**config.mk**
```make
export PLATFORM = sky130hd
export DESIGN_NAME = serial_subtractor
export DESIGN_NICKNAME = d
export VERILOG_FILES = /design/src/rtl/sub_pkg.sv /design/src/rtl/full_subtractor.sv /design/src/rtl/serial_subtractor.sv
export SDC_FILE = /design/constraint.sdc
export NUM_CORES = 1
export LEC_CHECK = 0
export ABC_AREA = 1
export BUFFER_PORTS_ARGS = -buffer_cell sky130_fd_sc_hd__buf_4
export CAP_MARGIN = 20
export CORE_UTILIZATION = 59
export DETAILED_ROUTE_END_ITERATION = 16
export PLACE_DENSITY = 0.82
export SLEW_MARGIN = 20
export SYNTH_ARGS = -nofsm -noshare
export SYNTH_HDL_FRONTEND = slang
export SYNTH_SLANG_ARGS = --single-unit
```
**constraint.sdc**
```tcl
create_clock -name clk -period 3.45 [get_ports clk]
set_input_delay 0.5175 -clock clk [delete_from_list [all_inputs] [get_ports clk]]
set_output_delay 0.5175 -clock clk [all_outputs]
set_load 0.02 [all_outputs]
```
**src/rtl/sub_pkg.sv**
```systemverilog
// Shared constants for the bit-serial subtract path: FSM state codes and default width.
package sub_pkg;

    localparam int SUB_DEFAULT_WIDTH = 8;

    typedef logic [1:0] state_t;

    localparam state_t ST_IDLE = 2'd0;
    localparam state_t ST_RUN  = 2'd1;
    localparam state_t ST_DONE = 2'd2;

endpackage

```
**src/rtl/full_subtractor.sv**
```systemverilog
// One-bit full subtractor cell: d = a - b - bin, with borrow-out.
module full_subtractor (
    input  logic a,
    input  logic b,
    input  logic bin,
    output logic d,
    output logic bout
);

    assign d    = a ^ b ^ bin;
    assign bout = (~a & b) | (~(a ^ b) & bin);

endmodule

```
**src/rtl/serial_subtractor.sv**
```systemverilog
// Bit-serial WIDTH-bit subtractor (diff = a - b), LSB first, with start/busy/done handshake.
module serial_subtractor
    import sub_pkg::*;
#(
    parameter int WIDTH = SUB_DEFAULT_WIDTH
) (
    input  logic             clk,
    input  logic             rst_n,
    input  logic             start,
    input  logic [WIDTH-1:0] a,
    input  logic [WIDTH-1:0] b,
    output logic             busy,
    output logic             done,
    output logic [WIDTH-1:0] diff,
    output logic             bout
);

    localparam int BCW = $clog2(WIDTH + 1);
    localparam logic [BCW-1:0] LAST_BIT = BCW'(WIDTH - 1);

    state_t           state_q,  state_d;
    logic [WIDTH-1:0] a_sh_q,   a_sh_d;
    logic [WIDTH-1:0] b_sh_q,   b_sh_d;
    logic [WIDTH-1:0] res_q,    res_d;
    logic             borrow_q, borrow_d;
    logic [BCW-1:0]   bitcnt_q, bitcnt_d;
    logic [WIDTH-1:0] diff_q,   diff_d;
    logic             bout_q,   bout_d;
    logic             busy_q,   busy_d;
    logic             done_q,   done_d;

    logic             fs_d;
    logic             fs_bout;
    logic [WIDTH-1:0] res_shift;

    full_subtractor u_fs (
        .a    (a_sh_q[0]),
        .b    (b_sh_q[0]),
        .bin  (borrow_q),
        .d    (fs_d),
        .bout (fs_bout)
    );

    // New difference bit enters at the MSB so after WIDTH shifts the LSB lands at bit 0.
    generate
        if (WIDTH == 1) begin : g_res_w1
            assign res_shift = fs_d;
        end else begin : g_res_wn
            assign res_shift = {fs_d, res_q[WIDTH-1:1]};
        end
    endgenerate

    always_comb begin
        state_d  = state_q;
        a_sh_d   = a_sh_q;
        b_sh_d   = b_sh_q;
        res_d    = res_q;
        borrow_d = borrow_q;
        bitcnt_d = bitcnt_q;
        diff_d   = diff_q;
        bout_d   = bout_q;
        busy_d   = busy_q;
        done_d   = 1'b0;

        case (state_q)
            ST_IDLE: begin
                if (start) begin
                    a_sh_d   = a;
                    b_sh_d   = b;
                    borrow_d = 1'b0;
                    bitcnt_d = '0;
                    busy_d   = 1'b1;
                    state_d  = ST_RUN;
                end
            end
            ST_RUN: begin
                a_sh_d   = a_sh_q >> 1;
                b_sh_d   = b_sh_q >> 1;
                res_d    = res_shift;
                borrow_d = fs_bout;
                bitcnt_d = bitcnt_q + BCW'(1);
                if (bitcnt_q == LAST_BIT) begin
                    diff_d  = res_shift;
                    bout_d  = fs_bout;
                    busy_d  = 1'b0;
                    done_d  = 1'b1;
                    state_d = ST_DONE;
                end
            end
            ST_DONE: begin
                state_d = ST_IDLE;
            end
            default: begin
                busy_d  = 1'b0;
                state_d = ST_IDLE;
            end
        endcase
    end

    always_ff @(posedge clk or negedge rst_n) begin
        if (!rst_n) begin
            state_q  <= ST_IDLE;
            a_sh_q   <= '0;
            b_sh_q   <= '0;
            res_q    <= '0;
            borrow_q <= 1'b0;
            bitcnt_q <= '0;
            diff_q   <= '0;
            bout_q   <= 1'b0;
            busy_q   <= 1'b0;
            done_q   <= 1'b0;
        end else begin
            state_q  <= state_d;
            a_sh_q   <= a_sh_d;
            b_sh_q   <= b_sh_d;
            res_q    <= res_d;
            borrow_q <= borrow_d;
            bitcnt_q <= bitcnt_d;
            diff_q   <= diff_d;
            bout_q   <= bout_d;
            busy_q   <= busy_d;
            done_q   <= done_d;
        end
    end

    assign busy = busy_q;
    assign done = done_q;
    assign diff = diff_q;
    assign bout = bout_q;

endmodule

```
==> flow_metrics.py <==
metrics = {
    "status": {
        "outcome": "finished, violations left",
        "violations": "design-rule violations",
    },
    "setup_path": {
        "r2r_slack_ps": 1910,
        "path_cells": "inv_2 -> nor2_4 -> nand2_4 -> nand2_1 -> nand2_1",
        "cp-start-kind": "register",
        "critical_path_class": "register to register",
        "reg2reg_from": "state_q[0]$_DFFE_PN0P_",
        "crit_path_frequent_cell": "nand2_1",
        "setup.worst_path.end_class": "register",
        "critPathRequiredTime_ps": 3690,
        "slowest_delay_ps": 580,
        "critPathMaxFanout": 36,
        "r2r-end": "diff[6]$_DFFE_PN0P_",
        "r2r_cells": 5,
        "arrival_ps": 1780,
        "endpoint": "diff[6]$_DFFE_PN0P_",
        "crit_start": "state_q[0]$_DFFE_PN0P_",
        "crit_slowest_cell": "nor2_4",
    },
    "finish": {
        "layout_commonest_cell": "nand2_1",
        "layout.nets": 247,
        "diodes": 0,
        "final-instance-count-excl-fill": 258,
        "design_area_sq_mm": 0.00203,
        "drive_above_1_share": 0.194,
        "area_delta_synth_final_pct": 13.1,
        "final_cell_mix": "nand2_1 (71), nand3_1 (45), dfrtp_1 (41)",
        "nFillCells": 225,
    },
    "detailed_routing": {
        "drt_iter0_markers": 85,
        "drc": 4,
        "firstDrtPassIters": 10,
        "vias": 1406,
        "routed_via_density": 5.45,
        "antenna_left": 0,
        "avgRoutedWirePerCell_um": 12.8,
        "routed_wl_um": 3310,
    },
    "global_routing": {
        "grt_pass1_vias": 1409,
        "overflow": 0,
        "grt_util_met1": 0.312,
        "antenna_found_initial": 0,
        "grt_use_met2": 0.407,
        "grt_busiest_layer": "met2",
        "grt_pass1_wl_um": 6070,
        "grtUsageMet3": 0.0499,
        "grt_usage": 0.250,
        "grt_max_degree": 42,
    },
    "logic_synthesis": {
        "yosys_warnings": 0,
        "synth-xor-area-share": 0,
        "yosys.area_share.simple": 0.317,
        "synth_fp_nets": 220,
        "synth_top_family_by_area": "simple AND/OR/NAND/NOR gates",
        "synth.distinct_cells": 19,
        "syn_area_sq_mm": 0.00179,
        "ys_async_sr_fraction": 1.00,
        "avgSynthCellArea_sq_um": 9.00,
        "ys_seq_area_frac": 0.573,
        "synth_top_area_share": 0.573,
        "synth.area.mux_share": 0,
        "syn_inst": 199,
        "synth_top_area_cell": "dfrtp_1",
        "synth_edf_count": 0,
        "ys.flop_type": "dfrtp_1",
        "yosys-top-cells-area": "dfrtp_1 (57%), nand2_1 (15%), nand3_1 (13%)",
        "synth-compound-area-share": 0.0258,
        "synthAdderAreaFrac": 0.0182,
        "synth-seq-cells": 41,
    },
    "pwr": {
        "p_leak_uw": 0.00108,
        "combPwrFrac": 0.402,
        "p_sw_uw": 731,
        "ir_worst_vdd_v": 0.000496,
        "clockPowerShare": 0.129,
        "switching_share": 0.414,
        "power.density_mw_per_mm2": 871,
        "seqPwrFrac": 0.469,
        "p_int_uw": 1030,
        "power.total_uw": 1760,
    },
    "floorplan": {
        "initial_core_util": 0.639,
        "io_pins": 30,
        "core_area_sq_mm": 0.00281,
        "die_area_sq_mm": 0.00326,
        "num_rows": 19,
        "dieWidth_um": 57.1,
        "die_h_um": 57.1,
    },
    "clock_tree": {
        "post_cts_resized": 0,
        "cts_tree": "yes",
        "insertion_delay_ps": 350,
        "clk_pin_slew_ps": 120,
        "cts_max_path_buffers": 2,
        "htreeDepth": 2,
        "clockRootBuffer": "clkbuf_4",
        "clock-sinks": 41,
        "post_cts_buffers": 0,
        "cts_buffers": 5,
        "cts_hold_buf": 0,
    },
    "sta": {
        "finalSetupViolCount": 0,
        "tightestPinTransition_ps": 756,
        "fin_crit_ps": 1540,
        "hold-worst-slack_ps": 121,
        "slew_viol_final": 0,
        "timing.slew.headroom": 0.495,
        "fin_setup_tns_ps": 0,
        "max_freq_mhz": 650,
        "rsz0062_at_grt": "false",
        "hold_violations": 0,
        "skew_ps": 8.88,
        "fin_crit_sh": 0.446,
    },
    "hold_path": {
        "worst_hold_path_type": "input port to asynchronous set/reset pin",
    },
    "placed_design": {
        "place.gp.congestion": 0.763,
        "io_buffers": 29,
        "dp_cells": 250,
        "place_hpwl_um": 2230,
        "placed_area_sq_mm": 0.00198,
    },
    "job": {
        "cap_violations": 0,
    },
}
==> synthesized netlist by cell type (2+ instances only) <==
cell and instances:
nand2_1 71, nor2_1 2, nand2_2 2, buf_2 5, dfrtp_1 41, inv_1 8
inv_2 5, buf_6 4, nand3_1 45, o21ai_0 7
==> area by class of cell <==
cell class              count  area [sq um]  area share
multi-input cells         136           647       0.319
clock buffers               8          48.8      0.0241
flip-flops and latches     41          1030       0.506
inverters                  13          48.8      0.0241
repair buffers             29           218       0.107
well taps                  31          38.8      0.0191
==> critical path, delay by kind of cell (launching register included) <==
family / cells / cell delay [ps]
buf+inv: 1 / 70
simple gates: 4 / 930
flops: 1 / 420
==> kinds of logic (layout without fill, tap and decap cells) <==
family | after synthesis | count (layout)
adder cells (fa/ha/maj) | 2 | 2
buffers and inverters | 22 | 50
flip-flops | 41 | 41
AND/OR/NAND/NOR | 125 | 125
AO/OA/AOI/OAI | 9 | 9
==> registers in the layout, indices dropped and copies added (netlist names) <==
signal	count
res_q	7
diff	8
busy	1
a_sh_q	8
borrow_q	1
state_q	2
done	1
bitcnt_q	4
bout	1
b_sh_q	8
==> power groups by stage <==
stage | clock [uW] | combinational [uW] | sequential [uW]
final | 228 | 710 | 827
after global placement | 0 | 685 | 827
after CTS | 236 | 718 | 826
after detailed placement | 0 | 719 | 836
after global routing | 248 | 812 | 852
after floorplan | 0 | 477 | 882
==> metal layers <==
layer	routed length (um)	vias to the layer above
met4	57	0
met5	0	-
met2	1620	29
met1	1490	679
met3	148	6
li1	-	692
==> stage by stage <==
stage	util	setup WS [ps]
after CTS	0.723	1910
after global routing	0.723	1730
after floorplan	-	2230
after global placement	0.705	1980
after detailed placement	0.705	1930
final	0.723	1910
==> how the worst min path moves through the flow <==
stage                              from                     to  slack [ps]  cells after the start
floorplan                         rst_n  a_sh_q[0]$_DFFE_PN0P_         220                      0
global placement    diff[4]$_DFFE_PN0P_    diff[4]$_DFFE_PN0P_         460                      2
detailed placement  diff[4]$_DFFE_PN0P_    diff[4]$_DFFE_PN0P_         470                      2
CTS                               rst_n  a_sh_q[4]$_DFFE_PN0P_         130                      1
global route                      rst_n  a_sh_q[4]$_DFFE_PN0P_         160                      1
finish                            rst_n       busy$_DFFE_PN0P_         120                      1
Note: power is estimated with default switching activity, not from simulation.
